--- src/rtl/seq_subtractor8_pkg.sv ---
// rtl/seq_subtractor8_pkg.sv - shared types and constants for the sequential subtractor
package seq_subtractor8_pkg;

   localparam int DEF_WIDTH = 8;
   localparam int DEF_DIGIT = 2;

   typedef enum logic [1:0] {
      IDLE = 2'd0,
      RUN  = 2'd1,
      DONE = 2'd2
   } state_e;

   // Number of compute cycles needed to resolve a WIDTH-bit operand DIGIT bits at a time.
   function automatic int num_digits(input int width, input int digit);
      return width / digit;
   endfunction

endpackage

--- src/rtl/seq_subtractor8_full_subtractor.sv ---
// rtl/seq_subtractor8_full_subtractor.sv - one-bit full subtractor cell of the borrow chain
module seq_subtractor8_full_subtractor (
   input  logic x_i,
   input  logic y_i,
   input  logic bin_i,
   output logic d_o,
   output logic bout_o
);

   assign d_o    = x_i ^ y_i ^ bin_i;
   assign bout_o = (~x_i & y_i) | (~(x_i ^ y_i) & bin_i);

endmodule

--- src/rtl/seq_subtractor8.sv ---
// rtl/seq_subtractor8.sv - multi-cycle ripple-borrow subtractor; SEQ_SUBTRACTOR8_ADDSUB_EN adds an add mode
module seq_subtractor8
   import seq_subtractor8_pkg::*;
#(
   parameter int WIDTH = DEF_WIDTH,
   parameter int DIGIT = DEF_DIGIT
) (
   input  logic             clk,
   input  logic             rst_n,
   input  logic             start,
   input  logic [WIDTH-1:0] Xi,
   input  logic [WIDTH-1:0] Yi,
   input  logic             B0,
`ifdef SEQ_SUBTRACTOR8_ADDSUB_EN
   input  logic             sub,
`endif
   output logic             busy,
   output logic             done,
   output logic [WIDTH-1:0] Di,
   output logic             B8,
   output logic             V
);

   // WIDTH must be at least two digits so the partial-difference register is non-empty.
   localparam int N     = num_digits(WIDTH, DIGIT);
   localparam int CNT_W = (N > 1) ? $clog2(N) : 1;
   localparam int PW    = WIDTH - DIGIT;

   state_e             state_q, state_d;
   logic [WIDTH-1:0]   x_q, y_q;
   logic [PW-1:0]      part_q;
   logic               borrow_q;
   logic [CNT_W-1:0]   cnt_q;
   logic               xmsb_q, ymsb_q, sub_q;
   logic [WIDTH-1:0]   di_q;
   logic               b8_q, v_q;

   logic               sub_in;
   logic               accept;
   logic               last;
   logic [DIGIT-1:0]   dig;
   logic [DIGIT:0]     bch;
   logic [WIDTH-1:0]   part_d;

   // In add mode Y is inverted and the borrow chain is run with an inverted
   // borrow-in; the final borrow-out is then the complement of the carry-out.
`ifdef SEQ_SUBTRACTOR8_ADDSUB_EN
   assign sub_in = sub;
`else
   assign sub_in = 1'b1;
`endif

   assign accept = start & (state_q != RUN);
   assign last   = (state_q == RUN) && (cnt_q == CNT_W'(N - 1));

   assign bch[0] = borrow_q;

   genvar g;
   generate
      for (g = 0; g < DIGIT; g++) begin : g_chain
         seq_subtractor8_full_subtractor u_fs (
            .x_i    (x_q[g]),
            .y_i    (y_q[g]),
            .bin_i  (bch[g]),
            .d_o    (dig[g]),
            .bout_o (bch[g+1])
         );
      end
   endgenerate

   // Newest digit enters at the top; after N digits the low digit sits at bit 0.
   assign part_d = {dig, part_q};

   // State register.
   always_ff @(posedge clk or negedge rst_n) begin
      if (!rst_n) state_q <= IDLE;
      else        state_q <= state_d;
   end

   // Next-state logic; DONE accepts a new start directly for back-to-back operation.
   always_comb begin
      state_d = state_q;
      case (state_q)
         IDLE:    if (start) state_d = RUN;
         RUN:     if (last)  state_d = DONE;
         DONE:    state_d = start ? RUN : IDLE;
         default: state_d = IDLE;
      endcase
   end

   // Operand latch, per-digit shift, and result registers updated only on completion.
   always_ff @(posedge clk or negedge rst_n) begin
      if (!rst_n) begin
         x_q      <= '0;
         y_q      <= '0;
         part_q   <= '0;
         borrow_q <= 1'b0;
         cnt_q    <= '0;
         xmsb_q   <= 1'b0;
         ymsb_q   <= 1'b0;
         sub_q    <= 1'b0;
         di_q     <= '0;
         b8_q     <= 1'b0;
         v_q      <= 1'b0;
      end else if (accept) begin
         x_q      <= Xi;
         y_q      <= sub_in ? Yi : ~Yi;
         borrow_q <= sub_in ? B0 : ~B0;
         xmsb_q   <= Xi[WIDTH-1];
         ymsb_q   <= sub_in ? Yi[WIDTH-1] : ~Yi[WIDTH-1];
         sub_q    <= sub_in;
         cnt_q    <= '0;
         part_q   <= '0;
      end else if (state_q == RUN) begin
         x_q      <= x_q >> DIGIT;
         y_q      <= y_q >> DIGIT;
         borrow_q <= bch[DIGIT];
         part_q   <= part_d[WIDTH-1:DIGIT];
         cnt_q    <= cnt_q + 1'b1;
         if (last) begin
            di_q <= part_d;
            b8_q <= sub_q ? bch[DIGIT] : ~bch[DIGIT];
            // With Y pre-inverted in add mode, the subtract overflow rule
            // on the latched operands yields the add overflow rule.
            v_q  <= (xmsb_q != ymsb_q) & (part_d[WIDTH-1] != xmsb_q);
         end
      end
   end

   assign busy = (state_q == RUN);
   assign done = (state_q == DONE);
   assign Di   = di_q;
   assign B8   = b8_q;
   assign V    = v_q;

endmodule
--- config.mk ---
export PLATFORM = sky130hd
export DESIGN_NAME = seq_subtractor8
export DESIGN_NICKNAME = d
export VERILOG_FILES = /design/src/rtl/seq_subtractor8_pkg.sv /design/src/rtl/seq_subtractor8_full_subtractor.sv /design/src/rtl/seq_subtractor8.sv
export SDC_FILE = /design/constraint.sdc
export NUM_CORES = 1
export LEC_CHECK = 0
export BUFFER_PORTS_ARGS = -buffer_cell sky130_fd_sc_hd__buf_2
export CAP_MARGIN = 5
export CELL_PAD_IN_SITES_DETAIL_PLACEMENT = 1
export CELL_PAD_IN_SITES_GLOBAL_PLACEMENT = 1
export CORE_MARGIN = 1.5
export CORE_UTILIZATION = 43
export DETAILED_ROUTE_END_ITERATION = 8
export PLACE_DENSITY_LB_ADDON = 0.1
export RECOVER_POWER = 100
export SYNTH_ARGS = -nofsm -noshare
export SYNTH_HDL_FRONTEND = slang
export SYNTH_HIERARCHICAL = 1
export SYNTH_SLANG_ARGS = --single-unit
--- constraint.sdc ---
create_clock -name clk -period 2 [get_ports clk]
set_clock_uncertainty 0.05 [all_clocks]
set_input_delay 0.1 -clock clk [delete_from_list [all_inputs] [get_ports clk]]
set_output_delay 0.1 -clock clk [all_outputs]
set_load 0.005 [all_outputs]
==> results.md, run 1 <==
* GRT Total Usage at 17.1%
* Max Clock Freq at 526 MHz
* Peak supply drop at slightly below 0.7 mV
* CP arrival at 2030 ps
* Starting density of the core at between 40% and 50%
* IO buf count at 31
* Final Max Slew Viols at 0
* Final Cycle Share at 95.1%
* Num ports at 32
* Vias in the first global route at 1218
* CTS clock-pin slew for the worst setup and hold paths at 70 ps
* Final hold viol count at 0
* Crit-path cells: fa_2, inv_1, inv_1, fa_2, nor2b_2, a21oi_1, o21ai_1
* Final Util at 51.7%
* First-pass GRT wire length at 5600 um
* Routing usage on met1 at 22.1%
* Seq pwr share at 45.2%
* Clock latency on the worst-skew pair at 290 ps
* DIE HEIGHT at 67.2 um
* Pleak at ~1.0 nW
* Post-DP HPWL at between 2000 and 2500 um
* Sw Share at 34.8%
* TritonCTS buffer count at 5
* ANT cells at 0
* Internal at 1.97 mW
* Synth top area share at a little under three fifths
* Power consumption at 3.02 mW
* Global-route layer with the greatest usage: met2
* Share of cells above drive strength 1 at roughly a quarter
* Max_slew headroom at between 30% and 40%
* Ys Warns at 6
* DP Cell Count at 229
* Avg Inst Size Synth at 11.6 sq um
* Clock buffer depth at 2
* Synth Instances at 153
* Nets at 210
* Initial antenna violation count at 0
* Run status: completed
* Clock power share at 18.9%
* Total grt overflow at 0
* Worst slew pin tran at about 970 ps
* Synthesized area at 1770 sq um
* CTS sink cnt at 40
* Hold Path Class: input port to register
* WS Path Type: register to register
* Logic pwr share at 36.0%
* Synth area leaders: dfrtp_1, mux2i_1, o21ai_0, nand2_1, mux2_4
* Final wirelength at around 3400 um
* DIE WIDTH at 67.2 um
* Startpoint Class: register
* Setup Viol. Count Final at 0
* Initial DRT Pass Iterations at 2
* Die area at 4510 sq um
* Sw power at 1.05 mW
* Distinct cells, synth at 25
* Residual DRC at 0
* Power Dens Cells at 1470 nW/um^2
* Syn_nets at 176
* CP max-delay cell: fa_2
* Setup ws final at 98.2 ps
* Via Count at 1171
* Final Critical Period at 1900 ps
* Hold Slack at 4.90 ps
* Worst-path maximum fanout at 4
* Final cell count without fillers at 237
* Setup TNS at 0 ps
* CTS tree: yes
* Core box area at a little under 4000 sq um
* Postcts setup bufs at 0
* GPL Wtd Cong at 0.724
* ANT nets after route at 0
* Post-synthesis sequential area ratio at ~57%
* Worst slack at placement at 30.8 ps
* WL per Instance at 14.5 um
* Row count at 23
* Cell taking the most area after synthesis: dfrtp_1
* CTS root buf: clkbuf_8
* Met3 usage at 5.33%
* Critical Path RT at 2120 ps
* # Max-Cap Violations at 0
* Synth-to-layout area growth at 15.9%
* Crit-path max cell delay at 470 ps
* Largest net degree at the start of global routing at 46
* Critical path endpoint category: register
* DRT iter0 DRCs at 31
* CTS H-Tree Depth at 2
* GRT met2 Usage at 26.6%
* #FFs+latches synth at 40
* Post-route cell area at between 2000 and 2500 sq um
* RSZ-0062 raised after global routing: true
* DR vias/cell at 4.94
* Post-DP Area at roughly 1900 sq um
## cell usage in the layout, fill, tap and decap left out
cell type / count
mux2_4: 5
xor2_1: 1
nand2_1: 30
clkinv_1: 1
nor2b_2: 1
inv_1: 8
dfrtp_1: 40
mux2_2: 5
buf_2: 24
and2b_1: 1
o22ai_1: 1
ha_1: 1
nand3_1: 1
a21oi_1: 1
fa_2: 2
o21ai_1: 1
nand3b_4: 1
dlygate4sd3_1: 1
mux2i_1: 17
clkbuf_2: 1
nor3b_1: 1
nand2b_1: 1
nor2_1: 4
clkbuf_1: 6
nand2b_2: 1
o21ai_0: 22
clkbuf_8: 7
buf_4: 2
## final timing paths
check,start,endpoint,slack [ps],cells after the start
setup / recovery,x_q[0],V,100,7
hold / removal,Xi[6],x_q[6],5,3
setup reg to reg,x_q[0],V,100,7
hold reg to reg,x_q[4],x_q[2],430,2
max in group asynchronous,rst_n,y_q[6],850,2
min in group asynchronous,rst_n,state_q[1],450,2
## layer usage
metal,wire length [um],up-vias
li1,-,571
met1,1570,571
met2,1640,23
met3,160,6
met4,57,0
met5,0,-
## flip-flops by register name (all words and copies together) (netlist names)
register	cells
Di	8
x_q	8
y_q	8
part_q	6
cnt_q	2
state_q	2
B8	1
V	1
borrow_q	1
sub_q	1
xmsb_q	1
ymsb_q	1
## cell usage after synthesis
cell / number
buf_4: 4
nand3b_4: 1
inv_2: 1
nor2_1: 4
nor3b_1: 1
dfrtp_1: 40
buf_6: 2
o22ai_1: 1
clkinv_1: 1
fa_1: 2
o21ai_0: 23
mux2_2: 5
ha_1: 1
a21oi_1: 1
nand2_1: 30
buf_2: 1
nand2b_2: 1
inv_1: 7
and2b_1: 1
nand3_1: 1
xor2_1: 1
mux2_4: 5
nor2b_1: 1
mux2i_1: 17
nand2b_1: 1
## critical path, delay by kind of cell, from the launching register on
| family | cells | cell delay [ps] |
|---|---|---|
| DFF | 1 | 400 |
| buffers and inverters | 2 | 110 |
| adders and majority gates | 2 | 850 |
| and+or+nand+nor | 1 | 170 |
| AOI/OAI and AO/OA | 2 | 200 |
## power groups by stage
| stage | Combinational, mW | Clock, mW | Sequential (mW) |
|---|---|---|---|
| 4_1_cts | 1.11 | 0.594 | 1.36 |
| 5_1_grt | 1.28 | 0.619 | 1.41 |
| 2_1_floorplan | 0.823 | 0 | 1.33 |
| 3_3_place_gp | 1.04 | 0 | 1.35 |
| 3_5_place_dp | 1.10 | 0 | 1.38 |
| 6_report | 1.09 | 0.569 | 1.36 |
## final cells by class
type,count,area [sq um]
inverter,9,33.8
timing repair buffer,34,173
tap,50,62.6
clock buffer,7,96.3
multi-input combinational,97,686
fill,430,1920
sequential,40,1000
## cell families after synthesis
logic type,count (synthesis),synth area share [%]
AOI/OAI and AO/OA,25,7.14
xor gates and xnor gates,1,0.495
adders and majority gates,3,2.97
buffers and inverters,16,5.16
DFF,40,56.5
muxes,27,17.0
and+or+nand+nor,41,10.7
## what timing repair did
action | 4_1_cts | 5_1_grt
hold endpoints to repair | 40 | 0
endpoints found under the setup margin | 0 | 1
hold buffers | 1 | 0
resized for setup | 0 | 4
(Power assumes the default switching activity.)
==> run 2: changes to the inputs <==
CELL_PAD_IN_SITES_DETAIL_PLACEMENT = 0   (was 1)
CELL_PAD_IN_SITES_GLOBAL_PLACEMENT = 2   (was 1)
CORE_UTILIZATION = 35   (was 43)
==> run 2 against run 1 <==
Largest power group unchanged. Die area grew 22%. Clock-buffer cell count shrank 2. Register-to-register slack is essentially flat. Sequential power is essentially flat. Flip-flop and latch count is the same. Clock power shrank 17%.
==> results.md, run 2 (same netlist as run 1, synthesis figures left out) <==
* Final cell count without fillers at 255 (+7.6%)
* Share of cells above drive strength 1 at 23.4% (-2.8 points)
* ANT cells at 0 (unchanged)
* Final Critical Period at 1910 ps (+4.01 ps)
* Clock latency on the worst-skew pair at 290 ps (about the same)
* Initial antenna violation count at 0 (unchanged)
* # Max-Cap Violations at 0 (unchanged)
* Num ports at 32 (unchanged)
* Final hold viol count at 0 (unchanged)
* Peak supply drop at 0.506 mV (-27%)
* Worst Reg-to-Reg Cells at 7 (unchanged)
* ANT nets after route at 0 (unchanged)
* Power Dens Cells at 1430 nW/um^2 (-2.7%)
* Most common cell after layout, fill and taps aside: dfrtp_1
* CTS sink cnt at 40 (unchanged)
* First-pass GRT wire length at 5630 um (+0.50%)
* CTS clock-pin slew for the worst setup and hold paths at 70 ps (about the same)
* Residual DRC at 0 (unchanged)
* WL per Instance at 13.5 um (-6.5%)
* RSZ-0062 raised after global routing: false
* Worst r2r src: x_q[0]
* Worst-path maximum fanout at 4 (unchanged)
* R2R Setup Slk at 90 ps (about the same)
* Layout fillers at 477 (+11%)
* Synth-to-layout area growth at 16.3%
* Run status: completed
* IO buf count at 31 (unchanged)
* Largest net degree at the start of global routing at 27 (-41%)
* Critical path endpoint category: register
* Final Max Slew Viols at 0 (unchanged)
* Nets at 213 (+1.4%)
* WS Path Type: register to register
* Die area at 5490 sq um (+22%)
* Core box area at 4790 sq um (+21%)
* Post-DP HPWL at 2520 um (+3.1%)
* DIE WIDTH at 74.1 um (+10%)
* CTS H-Tree Depth at 2 (unchanged)
* Min-delay src: Xi[6]
* TritonCTS buffer count at 5 (unchanged)
* Critical Path RT at 2170 ps (+50 ps)
* Hold Path Class: input port to register
* DR vias/cell at 4.65 (-5.9%)
* CTS tree: yes
* GRT Total Usage at 14.1% (-3.0 points)
* Total grt overflow at 0 (unchanged)
* DRT iter0 DRCs at 64 (+110%)
* Hold depth at 3 (unchanged)
* Via Count at 1186 (+1.3%)
* DIE HEIGHT at 74.1 um (+10%)
* Initial DRT Pass Iterations at 4 (+2)
* Final Cycle Share at 95.3% (+0.20 points)
* DP Cell Count at 248 (+8.3%)
* Setup Viol. Count Final at 0 (unchanged)
* Starting density of the core at 37.0% (-7.6 points)
* R2R Path End: V
* Pleak at 1.01 nW (-2.0%)
* Final wirelength at 3450 um (+0.61%)
* Worst hold endpoint: x_q[6]
* Max_slew headroom at 48.4% (+13 points)
* Clock buffer depth at 2 (unchanged)
* Row count at 25 (+8.7%)
* Startpoint Class: register
* Max Clock Freq at 525 MHz (-0.21%)
* Worst slew pin tran at 775 ps (-198 ps)
* Highest-count cells in the layout ignoring fill and taps: dfrtp_1, nand2_1, buf_2, o21ai_0, mux2i_1
* CTS root buf: clkbuf_8
* GPL Wtd Cong at 0.760 (+4.9%)
* CP arrival at 2070 ps (+40 ps)
* Vias in the first global route at 1238 (+1.6%)
* Setup TNS at 0 ps (unchanged)
run 2: report_power, final:
part	switching [mW]	leakage (nW)	internal, mW
clock	0.249	0.0359	0.225
sequential	0.207	0.504	1.15
combinational	0.595	0.474	0.520
total	1.05	1.01	1.89
run 2: metrics by stage:
step | power [mW] | setup slack (ps) | hold WS [ps] | cell area [sq um] | utilization [%]
detailed placement | 2.51 | 58.2 | -36.0 | 1990 | 41.7
global placement | 2.46 | 93.3 | -35.5 | 1990 | 41.7
floorplan | 2.15 | 154 | -246 | 1770 | -
CTS | 3.00 | 42.2 | 4.11 | 2070 | 43.3
finish | 2.94 | 94.2 | 5.32 | 2060 | 43.0
global route | 3.19 | 8.59 | 26.2 | 2060 | 43.0
run 2: metal layers:
layer / vias up / routed length, um / GRT usage [%] / share of wire, %
li1: 576 / - / - / -
met2: 22 / 1780 / 25.3 / 52
met1: 580 / 1470 / 15.0 / 43
met3: 8 / 126 / 3.52 / 3.7
met4: 0 / 73 / 7.61 / 2.1
met5: - / 0 / 0 / 0
run 2: worst max path at each step:
stage,start,endpoint,slack (ps)
after detailed placement,x_q[0],V,60
after CTS,x_q[0],V,40
after global routing,x_q[0],V,9
after global placement,x_q[0],V,90
after floorplan,x_q[0],V,150
final,x_q[0],V,90
run 2: cell type report:
| type | count | area [sq um] | share of cell area, % |
|---|---|---|---|
| multi-input combinational | 97 | 669 | 32.5 |
| inverter | 9 | 33.8 | 1.64 |
| clock buffer | 5 | 68.8 | 3.34 |
| tap | 67 | 83.8 | 4.07 |
| sequential | 40 | 1000 | 48.6 |
| timing repair buffer | 37 | 201 | 9.79 |
run 2: what timing repair did:
| item | 4_1_cts | 5_1_grt |
|---|---|---|
| buffers inserted | 0 | 1 |
| hold endpoints to repair | 21 | 0 |
| resized for setup | 0 | 5 |
| setup endpoints to repair | 0 | 1 |
| hold buffers | 1 | 0 |
run 2: worst max-delay path, cell delays in order (launching register included):
cell and delay, ps:
dfrtp_1 410, fa_2 380, inv_1 50, inv_1 50, fa_2 570, nor2b_4 150
a21oi_1 70, o21ai_1 110
==> run 3: changes to the inputs <==
BUFFER_PORTS_ARGS = unset   (was -buffer_cell sky130_fd_sc_hd__buf_2)
CORE_UTILIZATION = 40   (was 35)
DONT_BUFFER_PORTS = 1   (was unset)
==> run 3 against run 2 <==
Routed wire length decreased by 2.8%. Critical endpoint is now Di[7]. Cell count is 9.4% lower. Global-route usage rose by 0.82 points. Clock-buffer cell count grew 3.
==> results.md, run 3 (same netlist as run 1, synthesis figures left out) <==
* Core box area at 4290 sq um (-10%)
* Power Dens Cells at 1480 nW/um^2 (+3.1%)
* Die area at 4830 sq um (-12%)
* Sw Share at 34.7% (-0.97 points)
* Critical Path RT at 2130 ps (-40 ps)
* DIE WIDTH at 69.5 um (-6.2%)
* Final hold viol count at 0 (unchanged)
* ANT cells at 0 (unchanged)
* Final Critical Period at 1930 ps (+28.5 ps)
* Initial DRT Pass Iterations at 4 (unchanged)
* Final wirelength at 3360 um (-2.8%)
* CP arrival at 2070 ps (about the same)
* Family with the most delay on the worst path: adder cells
* First-pass GRT wire length at 5600 um (-0.50%)
* Setup TNS at 0 ps (unchanged)
* Starting density of the core at 41.2% (+4.2 points)
* GRT met2 Usage at 21.7% (-3.6 points)
* Setup Viol. Count Final at 0 (unchanged)
* R2R Setup Slk at 70 ps (-30 ps)
* Clock latency on the worst-skew pair at 290 ps (about the same)
* Final cell count without fillers at 231 (-9.4%)
* Hold Path Class: input port to register
* Met3 usage at 6.25% (+2.7 points)
* Final Cycle Share at 96.7% (+1.4 points)
* WL per Instance at 14.5 um (+7.4%)
* Critical path buffer and inverter count at 4 (+2)
* Post-DP Area at 1800 sq um (-9.8%)
* GPL Wtd Cong at 0.694 (-8.7%)
* Vias in the first global route at 1151 (-7.0%)
* Worst-path maximum fanout at 4 (unchanged)
* TritonCTS buffer count at 5 (unchanged)
* Setup ws final at 65.7 ps (-28.5 ps)
* Worst slew pin tran at 1010 ps (+234 ps)
* Largest net degree at the start of global routing at 41 (+52%)
* WS Path Type: register to register
* Sw power at 1.09 mW (+4.1%)
* CP most frequent cell: inv_2
* Routing usage on met1 at 19.5% (+4.5 points)
* Row count at 24 (-4.0%)
* Nets at 201 (-5.6%)
* Global-route layer with the greatest usage: met2
* GRT Total Usage at 14.9% (+0.82 points)
* Pleak at 1.02 nW (+0.59%)
* CTS clock-pin slew for the worst setup and hold paths at 80 ps (about the same)
* Post-route cell area at 2130 sq um (+3.7%)
* # Max-Cap Violations at 0 (unchanged)
* CTS sink cnt at 40 (unchanged)
* Startpoint Class: register
* Share of cells above drive strength 1 at 16.8% (-6.6 points)
* RSZ-0062 raised after global routing: true
* Seq pwr share at 43.9% (-2.1 points)
* DR vias/cell at 4.96 (+6.7%)
* Final Max Slew Viols at 0 (unchanged)
* Num ports at 32 (unchanged)
* Highest-count cells in the layout ignoring fill and taps: dfrtp_1, nand2_1, o21ai_0, dlygate4sd3_1, mux2i_1
* Logic pwr share at 38.4% (+0.5 points)
* Power consumption at 3.15 mW (+7.0%)
* Crit-path max cell delay at 480 ps (-90 ps)
* DIE HEIGHT at 69.5 um (-6.2%)
* Peak supply drop at 0.643 mV (+27%)
* Initial antenna violation count at 0 (unchanged)
* Most common cell after layout, fill and taps aside: dfrtp_1
* Via Count at 1146 (-3.4%)
* DRT iter0 DRCs at 67 (+4.7%)
* CTS H-Tree Depth at 2 (unchanged)
* Post-DP HPWL at 2060 um (-18%)
* Max Clock Freq at 517 MHz (-1.5%)
* Clock power share at 17.7% (+1.6 points)
* ANT nets after route at 0 (unchanged)
* Critical path endpoint category: register
* Total grt overflow at 0 (unchanged)
* Clock buffer depth at 2 (unchanged)
* CP max-delay cell: fa_2
* Worst slack at placement at 27.2 ps (-30.9 ps)
* Internal at 2.06 mW (+8.6%)
* Residual DRC at 0 (unchanged)
* Crit-path cells: inv_2, fa_2, inv_2, inv_2, fa_2, buf_4, mux2_4
* Max_slew headroom at 32.8% (-16 points)
* IO buf count at 0 (-100%)
* Run status: completed
* CTS root buf: clkbuf_8
* CTS tree: yes
* Synth-to-layout area growth at 20.6%
* DP Cell Count at 199 (-20%)
run 3: cell types whose count changed in the layout (fill, tap and decap cells not counted), sizes merged:
| cell | change |
|---|---|
| buf | -24 |
| clkbuf | -4 |
| dlygate4sd3 | +19 |
run 3: area by class of cell:
type	instances	area (sq um)
fill	402	2160
sequential	40	1000
multi-input combinational	97	697
timing repair buffer	25	248
clock buffer	8	90.1
tap	52	65.1
inverter	9	33.8
run 3: power by group through the flow:
stage	Sequential, mW	Clock (mW)	Combinational [mW]
after detailed placement	1.39	0	0.980
after global routing	1.42	0.604	1.39
final	1.38	0.558	1.21
after floorplan	1.33	0	0.823
after CTS	1.38	0.570	1.06
after global placement	1.38	0	0.945
run 3: final timing paths:
kind,startpoint,end,depth (start not counted)
worst max register to register,borrow_q,Di[7],7
worst min-delay path,Yi[2],y_q[2],2
max in group asynchronous,rst_n,y_q[4],2
worst max-delay path,borrow_q,Di[7],7
min in group asynchronous,rst_n,cnt_q[1],2
worst min register to register,y_q[5],y_q[3],2
run 3: stage by stage:
stage	utilization [%]	hold WS, ps
final	49.7	0.801
after global routing	49.7	7.90
after CTS	49.1	3.95
after detailed placement	41.9	-245
after global placement	41.9	-245
after floorplan	-	-246
run 3: repair_timing:
action / 4_1_cts / 5_1_grt
buffers inserted: 0 / 3
hold buffers: 21 / 0
resized for setup: 0 / 10
hold endpoints to repair: 59 / 0
setup endpoints to repair: 0 / 1
run 3: routing by layer:
metal / routed length [um] / share of wire (%) / vias to the layer above
li1: - / - / 553
met5: 0 / 0 / -
met1: 1590 / 47 / 560
met4: 69 / 2.1 / 0
met2: 1510 / 45 / 26
met3: 186 / 5.5 / 7
